===== src/rtl/peak_scan_ctrl.sv =====
// Round-robin peak-magnitude scanner: one channel per window through a shared
// select -> abs -> peak-hold pipeline, result offered over valid/ready.
module peak_scan_ctrl #(
  parameter int INPUT_WIDTH = 16,
  parameter int NUM_CH      = 4,
  parameter int CH_W        = 2,
  parameter int WIN_W       = 24
) (
  input  logic                          clk_i,
  input  logic                          rst_i,
  input  logic                          enable_i,
  input  logic [WIN_W-1:0]              win_len_i,
  input  logic                          nd_i,
  input  logic [NUM_CH*INPUT_WIDTH-1:0] data_in_i,
  output logic                          res_valid_o,
  input  logic                          res_ready_i,
  output logic [CH_W-1:0]               res_ch_o,
  output logic [INPUT_WIDTH-1:0]        res_max_o,
  output logic                          busy_o,
  output logic [CH_W-1:0]               cur_ch_o
);
  localparam logic [INPUT_WIDTH-1:0] MOST_NEG = {1'b1, {(INPUT_WIDTH-1){1'b0}}};
  localparam logic [INPUT_WIDTH-1:0] MAX_POS  = {1'b0, {(INPUT_WIDTH-1){1'b1}}};

  typedef enum logic [2:0] {IDLE, ARM, MEASURE, DRAIN, REPORT} state_t;

  state_t                              state_q, state_d;
  logic [CH_W-1:0]                     cur_ch_q, cur_ch_d;
  logic [WIN_W-1:0]                    len_q, cnt_q, cnt_inc;
  logic                                drain_q;
  logic [INPUT_WIDTH-1:0]              s1_q, abs_q, abs_d, peak_q;
  logic [1:0]                          vld_pipe_q;
  logic                                smp_take;
  logic [NUM_CH-1:0][INPUT_WIDTH-1:0]  din;

  assign din     = data_in_i;
  assign cnt_inc = cnt_q + 1'b1;

  always_ff @(posedge clk_i) begin
    if (rst_i) begin
      state_q  <= IDLE;
      cur_ch_q <= '0;
    end else begin
      state_q  <= state_d;
      cur_ch_q <= cur_ch_d;
    end
  end

  always_comb begin
    state_d  = state_q;
    cur_ch_d = cur_ch_q;
    smp_take = 1'b0;
    case (state_q)
      IDLE: begin
        cur_ch_d = '0;
        if (enable_i) state_d = ARM;
      end
      ARM: state_d = MEASURE;
      MEASURE: begin
        if (nd_i) begin
          smp_take = 1'b1;
          if (cnt_inc == len_q) state_d = DRAIN;
        end
      end
      DRAIN: if (drain_q) state_d = REPORT;
      REPORT: begin
        if (res_ready_i) begin
          if (enable_i) begin
            state_d  = ARM;
            cur_ch_d = (cur_ch_q == CH_W'(NUM_CH-1)) ? '0 : cur_ch_q + 1'b1;
          end else begin
            state_d  = IDLE;
            cur_ch_d = '0;
          end
        end
      end
      default: state_d = IDLE;
    endcase
  end

  // Most-negative input has no positive twin; clamp it to full-scale.
  always_comb begin
    abs_d = s1_q;
    if (s1_q[INPUT_WIDTH-1])
      abs_d = (s1_q == MOST_NEG) ? MAX_POS : (~s1_q + 1'b1);
  end

  always_ff @(posedge clk_i) begin
    if (rst_i) begin
      len_q      <= '0;
      cnt_q      <= '0;
      drain_q    <= 1'b0;
      s1_q       <= '0;
      abs_q      <= '0;
      peak_q     <= '0;
      vld_pipe_q <= '0;
    end else begin
      drain_q <= (state_q == DRAIN) ? ~drain_q : 1'b0;
      if (state_q == ARM) begin
        len_q      <= (win_len_i == '0) ? WIN_W'(1) : win_len_i;
        cnt_q      <= '0;
        peak_q     <= '0;
        vld_pipe_q <= '0;
      end else begin
        vld_pipe_q <= {vld_pipe_q[0], smp_take};
        if (smp_take) begin
          s1_q  <= din[cur_ch_q];
          cnt_q <= cnt_inc;
        end
        if (vld_pipe_q[0]) abs_q <= abs_d;
        if (vld_pipe_q[1] && (abs_q > peak_q)) peak_q <= abs_q;
      end
    end
  end

  assign res_valid_o = (state_q == REPORT);
  assign res_ch_o    = cur_ch_q;
  assign res_max_o   = peak_q;
  assign busy_o      = (state_q != IDLE);
  assign cur_ch_o    = cur_ch_q;
endmodule


===== config.mk =====
export PLATFORM = sky130hd
export DESIGN_NAME = peak_scan_ctrl
export DESIGN_NICKNAME = d
export VERILOG_FILES = /design/src/rtl/peak_scan_ctrl.sv
export SDC_FILE = /design/constraint.sdc
export NUM_CORES = 1
export LEC_CHECK = 0
export ABC_AREA = 1
export CORE_AREA = 3 3 115 117
export CTS_CLUSTER_DIAMETER = 40
export CTS_CLUSTER_SIZE = 40
export DETAILED_ROUTE_END_ITERATION = 6
export DIE_AREA = 0 0 118 120
export MAX_ROUTING_LAYER = met4
export PLACE_DENSITY_LB_ADDON = 0.08
export SLEW_MARGIN = 20
export SYNTH_ARGS = -nofsm -noshare
export SYNTH_HDL_FRONTEND = slang
export SYNTH_SLANG_ARGS = --single-unit
export TNS_END_PERCENT = 100

===== constraint.sdc =====
create_clock -name clk_i -period 2.7 [get_ports clk_i]
set_clock_uncertainty 0.05 [all_clocks]
set_input_delay 0.27 -clock clk_i [delete_from_list [all_inputs] [get_ports clk_i]]
set_output_delay 0.27 -clock clk_i [all_outputs]
set_load 0.03 [all_outputs]

# Yosys cells after proc, flatten, opt, wreduce, memory -nomap -nowiden
# Cells that the tools add are included.
[totals]
register_bits = 104
in_bits = 93
[op_classes]
addsub = 3
magnitude_cmp = 2
n_eq_ne = 12
n_mux = 18
bitwise = 4
n_reduce_logical = 11
[op_table]
columns = ["op", "n"]
rows = [
  ["two-way mux 16 bit", 3],
  ["binary-select mux 16 bit (select 2 bit)", 1],
  ["adder 24 x 1 -> 24 bit, second input constant", 1],
  ["equality test 24 bit", 1],
  ["logical NOT 24 bit", 1],
  ["two-way mux 24 bit", 1],
  ["adder 16 x 1 -> 16 bit, second input constant", 1],
  ["equality test 16 bit, second input constant", 1],
  ["> comparator 16 bit", 1],
  ["inverter 16 bit", 1],
  ["two-way mux 3 bit", 5],
  ["case mux 3 bit (5 select lines)", 1],
  ["!= test 2 bit, second input constant", 4],
  ["equality test 3 x 2 -> 1 bit, second input constant", 2],
  ["two-way mux 2 bit", 3],
  ["AND reduction 2 bit", 3],
  ["AND reduction 5 bit", 1],
  ["case mux 2 bit (2 select lines)", 1],
  ["OR reduction 2 bit", 2],
  ["equality test 3 x 1 -> 1 bit, second input constant", 1],
  ["equality test 3 bit, second input constant", 1],
  ["logical NOT 3 bit", 1],
  ["< comparator 2 x 3 -> 1 bit, second input constant", 1],
  ["two-way mux 1 bit", 3],
  ["7 further kinds", 9],
]

# Depth between registers and ports, before layout
[logic_depth]
depth_word = 5
ltp_mapped = 17
depth_no_buf = 17

# Worst setup path before layout
# No wires, ideal clock.
[synth_path]
path_type = "register -> register"
startpoint = "reg peak_q[9], in the netlist res_max_o[9]"
endpoint = "reg peak_q[10], in the netlist res_max_o[10]"
setup_ps = 115
arrival_time_ps = 1994
required_ps = 2535
setup_slack_ps = 541
stages_incl_launch_ff = 11
path_buffers = 1
period_less_slack_ps = 2159
cell_sequence = "dfxtp_1 -> inv_1 -> ha_1 -> a21oi_1 -> o21ai_0 -> nand2_1 -> o211ai_1 -> o221ai_1 -> clkbuf_1 -> a21oi_1 -> o21a_1"
[synth_via]
elab_chain_len = 2
[synth_lines]
columns = ["element", "line_no", "source"]
rows = [
  ["start: declaration", "31", "logic [INPUT_WIDTH-1:0] s1_q, abs_q, abs_d, peak_q;"],
  ["start signal: assignment", "111", "if (vld_pipe_q[1] && (abs_q > peak_q)) peak_q <= abs_q;"],
  ["> comparator 16 bit", "111", ""],
  ["logical AND 1 bit", "111", ""],
]
# No other way between the ends.
# A chain may end at the register's enable or synchronous reset.

# Worst setup path after layout
[layout_path]
startpoint = "reg cnt_q[1]"
endpoint = "reg state_q[0]"
[layout_via]
elab_chain_len = 4
[layout_lines]
columns = ["element", "line_no", "source"]
rows = [
  ["start: declaration", "29", "logic [WIN_W-1:0] len_q, cnt_q, cnt_inc;"],
  ["start signal: assignment", "108", "cnt_q <= cnt_inc;"],
  ["adder 24 x 1 -> 24 bit", "37", "assign cnt_inc = cnt_q + 1'b1;"],
  ["equality test 24 bit", "62", "if (cnt_inc == len_q) state_d = DRAIN;"],
  ["!= test 2 bit (no source line)", "-", ""],
  ["AND reduction 5 bit (no source line)", "-", ""],
  ["end signal: assignment", "44", "state_q <= state_d;"],
  ["end: declaration", "27", "state_t state_q, state_d;"],
]
# No other way between the ends.

==> reports/summary.md <==
The horizontal die dimension works out to 118 µm. The smallest clock period supported by the final layout is computed as 2.250 ns. The area growth from synthesis to layout is 26.66%. The number of endpoints with negative hold slack in the final report is 0.

The first detailed-routing pass took 5 iterations. The die outline height came out at 120 µm. The worst setup path is launched from a flip-flop. The cell row count is 41, and the core area is 12470 µm². Synthesis inferred 104 register bits. The first global-routing pass estimated 26830 µm of wire. The number of endpoints failing setup at the final stage came out at 0. The fraction of layout instances using a drive strength above 1 came out at 5.831%. The tools report the endpoint kind of the worst setup timing path as a flip-flop. For this block, the routed nets add up to 15990 µm of wire. The full die area was 14160 µm².

In the final layout, flip-flops and latches occupy 2082 µm². The detail route stage leaves a number of antenna-violating nets equal to 0. The logs give 115 for the top-level port count and 23.53% for the combined global-route utilization of all metal layers. The gate count of the mapped netlist came out at 922. The average detailed-routed wire length per instance came out at 13.31 µm.

The worst setup path category is reg2reg. The uppermost layer routed is met4. At the later pin of the worst-skew pair, clock insertion delay measures 0.36 ns. Buffers inserted to repair hold after CTS numbered 0. After routing, the total negative slack on setup checks comes to 0 ns. After synthesis, the mean cell area works out to 6.639 µm².

The routed design uses 6907 µm of met2 wire. The highest fanout seen on the critical path works out to 6. Gates resized during post-CTS repair numbered 0. The detailed-routing wirelength on met1 was 8049 µm; the number of H-tree levels was 3.

Once the floorplan was initialized, standard cells occupied 49.10% of the core. TritonCTS built the clock tree. The multi-input combinational cells in the finished layout cover a total of 3372 µm².

Once routing completed, OpenROAD measured the worst setup slack at 0.4499 ns. Detailed placement finished with a half-perimeter wire length of 11970 µm. After layout, the worst path uses 83.34% of the clock period. At the end of routability-driven placement, the weighted congestion stood at 0.8833. The antenna diode count was 0; the worst path arrival time was 2.48 ns.

Most common cell after layout, fill and taps aside: nand2_1. Timing analysis after detailed placement gives a worst setup slack of 0.3881 ns. Setup slack on the worst reg-to-reg path comes out at 0.45 ns. The run finished with clean final reports. Setup repair after global routing left no endpoint under its margin. Number of buffers inserted by port buffering: 114. The tools report the total CTS buffers as 9. Dividing the detail-routed via count by the number of cells gives 5.094. The leakage power summed over all cells is 0.003399 µW. For the pin with the worst max-slew slack, the measured transition is 0.7930 ns.

In this run the cell area of the synthesized design comes to 6121 µm². The peak ir drop on the vdd network came out at 0.6729 mV. The tree is rooted in a clkbuf_16.

The tools report the number of inserted filler cells in the final layout as 1233. The design draws 5040 µW. Total power density per cell area: 650.1 nW/µm². The tool flagged a number of max-cap violations equal to 0. The post-CTS setup buffer count came out at 0. For the count of nets after finishing, the log shows 1136. The library cells used most frequently in the layout, excluding fill and tap cells, are nand2_1 (144), inv_1 (134), nor2_1 (120).

The logs give 283 for the number of DRC markers in iteration 0 and 0 for the number of warnings reported in the yosys synthesis log. Of the synthesized area, sequential elements account for 34.01%. The logs give 104 for the clock sink count and 2 for the number of buffers on the longest clock path. The clock-pin slew on the worst setup and hold paths is 0.08 ns, and the critical path required time is 2.93 ns. The sum of met3 wire segment lengths after detailed routing came out at 873 µm.

The number of antenna violations at the first check in global routing is 0, and the distinct cell type count after synthesis is 34. After global routing the overflow that remains totals 0. Measured against its own limit, the worst slew margin works out to 47.08%. The number of slew-limit violations in the final report was 0; the largest net degree at the start of global routing was 62. After detailed routing, the number of remaining DRC violations is 0.

The maximum clock frequency was 0.4444 GHz; the net count of the mapped netlist was 1034. The path class of the tightest hold or removal check is reg2reg. For the via count of the first global-routing pass, the log shows 5562. Across all layers, the routed design uses 6118 vias.
logic make-up after synthesis:
kind of cell	Yosys count	synth area share, %
and+or+nand+nor	388	28.41
AOI/OAI and AO/OA	216	20.11
buffers and inverters	177	11.00
DFF	104	34.01
adders and majority gates	19	3.884
xor gates and xnor gates	18	2.576
metrics by stage:
stage / instances / hold WS, ns / util [%] / area, µm²
2_1_floorplan: 922 / 0.3587 / - / 6121
3_3_place_gp: 1185 / 0.4192 / 59.69 / 7441
3_5_place_dp: 1185 / 0.4212 / 59.69 / 7441
4_1_cts: 1201 / 0.4344 / 62.19 / 7752
5_1_grt: 1201 / 0.4637 / 62.19 / 7752
6_report: 1201 / 0.4308 / 62.19 / 7752
synth_stat cells:
| master | count | area (µm²) |
|---|---|---|
| a21oi_1 | 57 | 285.3 |
| a221oi_1 | 1 | 8.760 |
| a31oi_1 | 21 | 131.4 |
| a32o_1 | 3 | 30.03 |
| buf_2 | 1 | 5.000 |
| buf_4 | 2 | 15.01 |
| clkbuf_1 | 34 | 127.6 |
| clkinv_1 | 2 | 7.510 |
| dfxtp_1 | 104 | 2082 |
| ha_1 | 19 | 237.7 |
| inv_1 | 134 | 503.0 |
| inv_2 | 4 | 15.01 |
| nand2_1 | 144 | 540.5 |
| nand2_2 | 7 | 43.79 |
| nand2_4 | 2 | 22.52 |
| nand3_1 | 71 | 355.3 |
| nand3_2 | 1 | 10.01 |
| nand4_1 | 18 | 112.6 |
| nor2_1 | 120 | 450.4 |
| nor2_2 | 4 | 25.02 |
| nor2_4 | 3 | 33.78 |
| nor2_8 | 3 | 60.06 |
| nor3_1 | 7 | 35.03 |
| nor4_1 | 3 | 18.77 |
| o211ai_1 | 12 | 90.09 |
| o21a_1 | 15 | 112.6 |
| o21ai_0 | 84 | 420.4 |
| o21ai_1 | 2 | 10.01 |
| o21bai_1 | 1 | 7.510 |
| o221ai_1 | 4 | 35.03 |
| o22ai_1 | 16 | 100.1 |
| or2_2 | 5 | 31.28 |
| xnor2_1 | 1 | 8.760 |
| xor2_1 | 17 | 148.9 |
worst max-delay path, cell delays in order, from the launching register on:
cell	delay [ns]
dfxtp_1	0.38
ha_1	0.22
nand2_1	0.10
nor2_4	0.20
nand2_2	0.09
nor2_2	0.19
nand3_1	0.14
nand3_1	0.10
nand2_1	0.05
nor2_1	0.10
nand2_1	0.08
nor2_1	0.10
nand2_1	0.12
nand2_1	0.08
nand3_1	0.06
a21oi_1	0.13
sequential cells by signal, indices dropped and copies added, names as in the netlist:
| signal | count |
|---|---|
| abs_q | 16 |
| cnt_q | 24 |
| cur_ch_o | 2 |
| drain_q | 1 |
| len_q | 24 |
| res_max_o | 16 |
| s1_q | 16 |
| state_q | 3 |
| vld_pipe_q | 2 |
layout make-up:
type | instances | share of cell area, %
clock buffers | 9 | 2.905
clock inverters | 7 | 1.114
inverters | 140 | 6.779
multi-input cells | 641 | 43.50
flip-flops and latches | 104 | 26.86
well taps | 172 | 2.776
repair buffers | 128 | 16.07
metal layers:
metal | GRT usage [%] | vias up
met2 | 36.26 | 159
met4 | 4.908 | 0
li1 | - | 3240
met3 | 5.042 | 18
met5 | - | -
met1 | 32.16 | 2701
power breakdown:
part / leakage [µW] / internal [µW] / switching [µW]
registers: 0.000844 / 1770 / 232
clock network: 0.000150 / 741 / 648
logic: 0.00240 / 654 / 993
total: 0.00340 / 3170 / 1870
path summary, 6_finish.rpt:
check                                 from                       end  cells after the start
setup / recovery     cnt_q[1]$_SDFFE_PP0P_   state_q[0]$_SDFFE_PP0P_                     15
hold / removal    vld_pipe_q[0]$_SDFF_PP0_  vld_pipe_q[1]$_SDFF_PP0_                      2
setup reg to reg     cnt_q[1]$_SDFFE_PP0P_   state_q[0]$_SDFFE_PP0P_                     15
hold reg to reg   vld_pipe_q[0]$_SDFF_PP0_  vld_pipe_q[1]$_SDFF_PP0_                      2
Note: power is estimated with default switching activity, not from simulation.
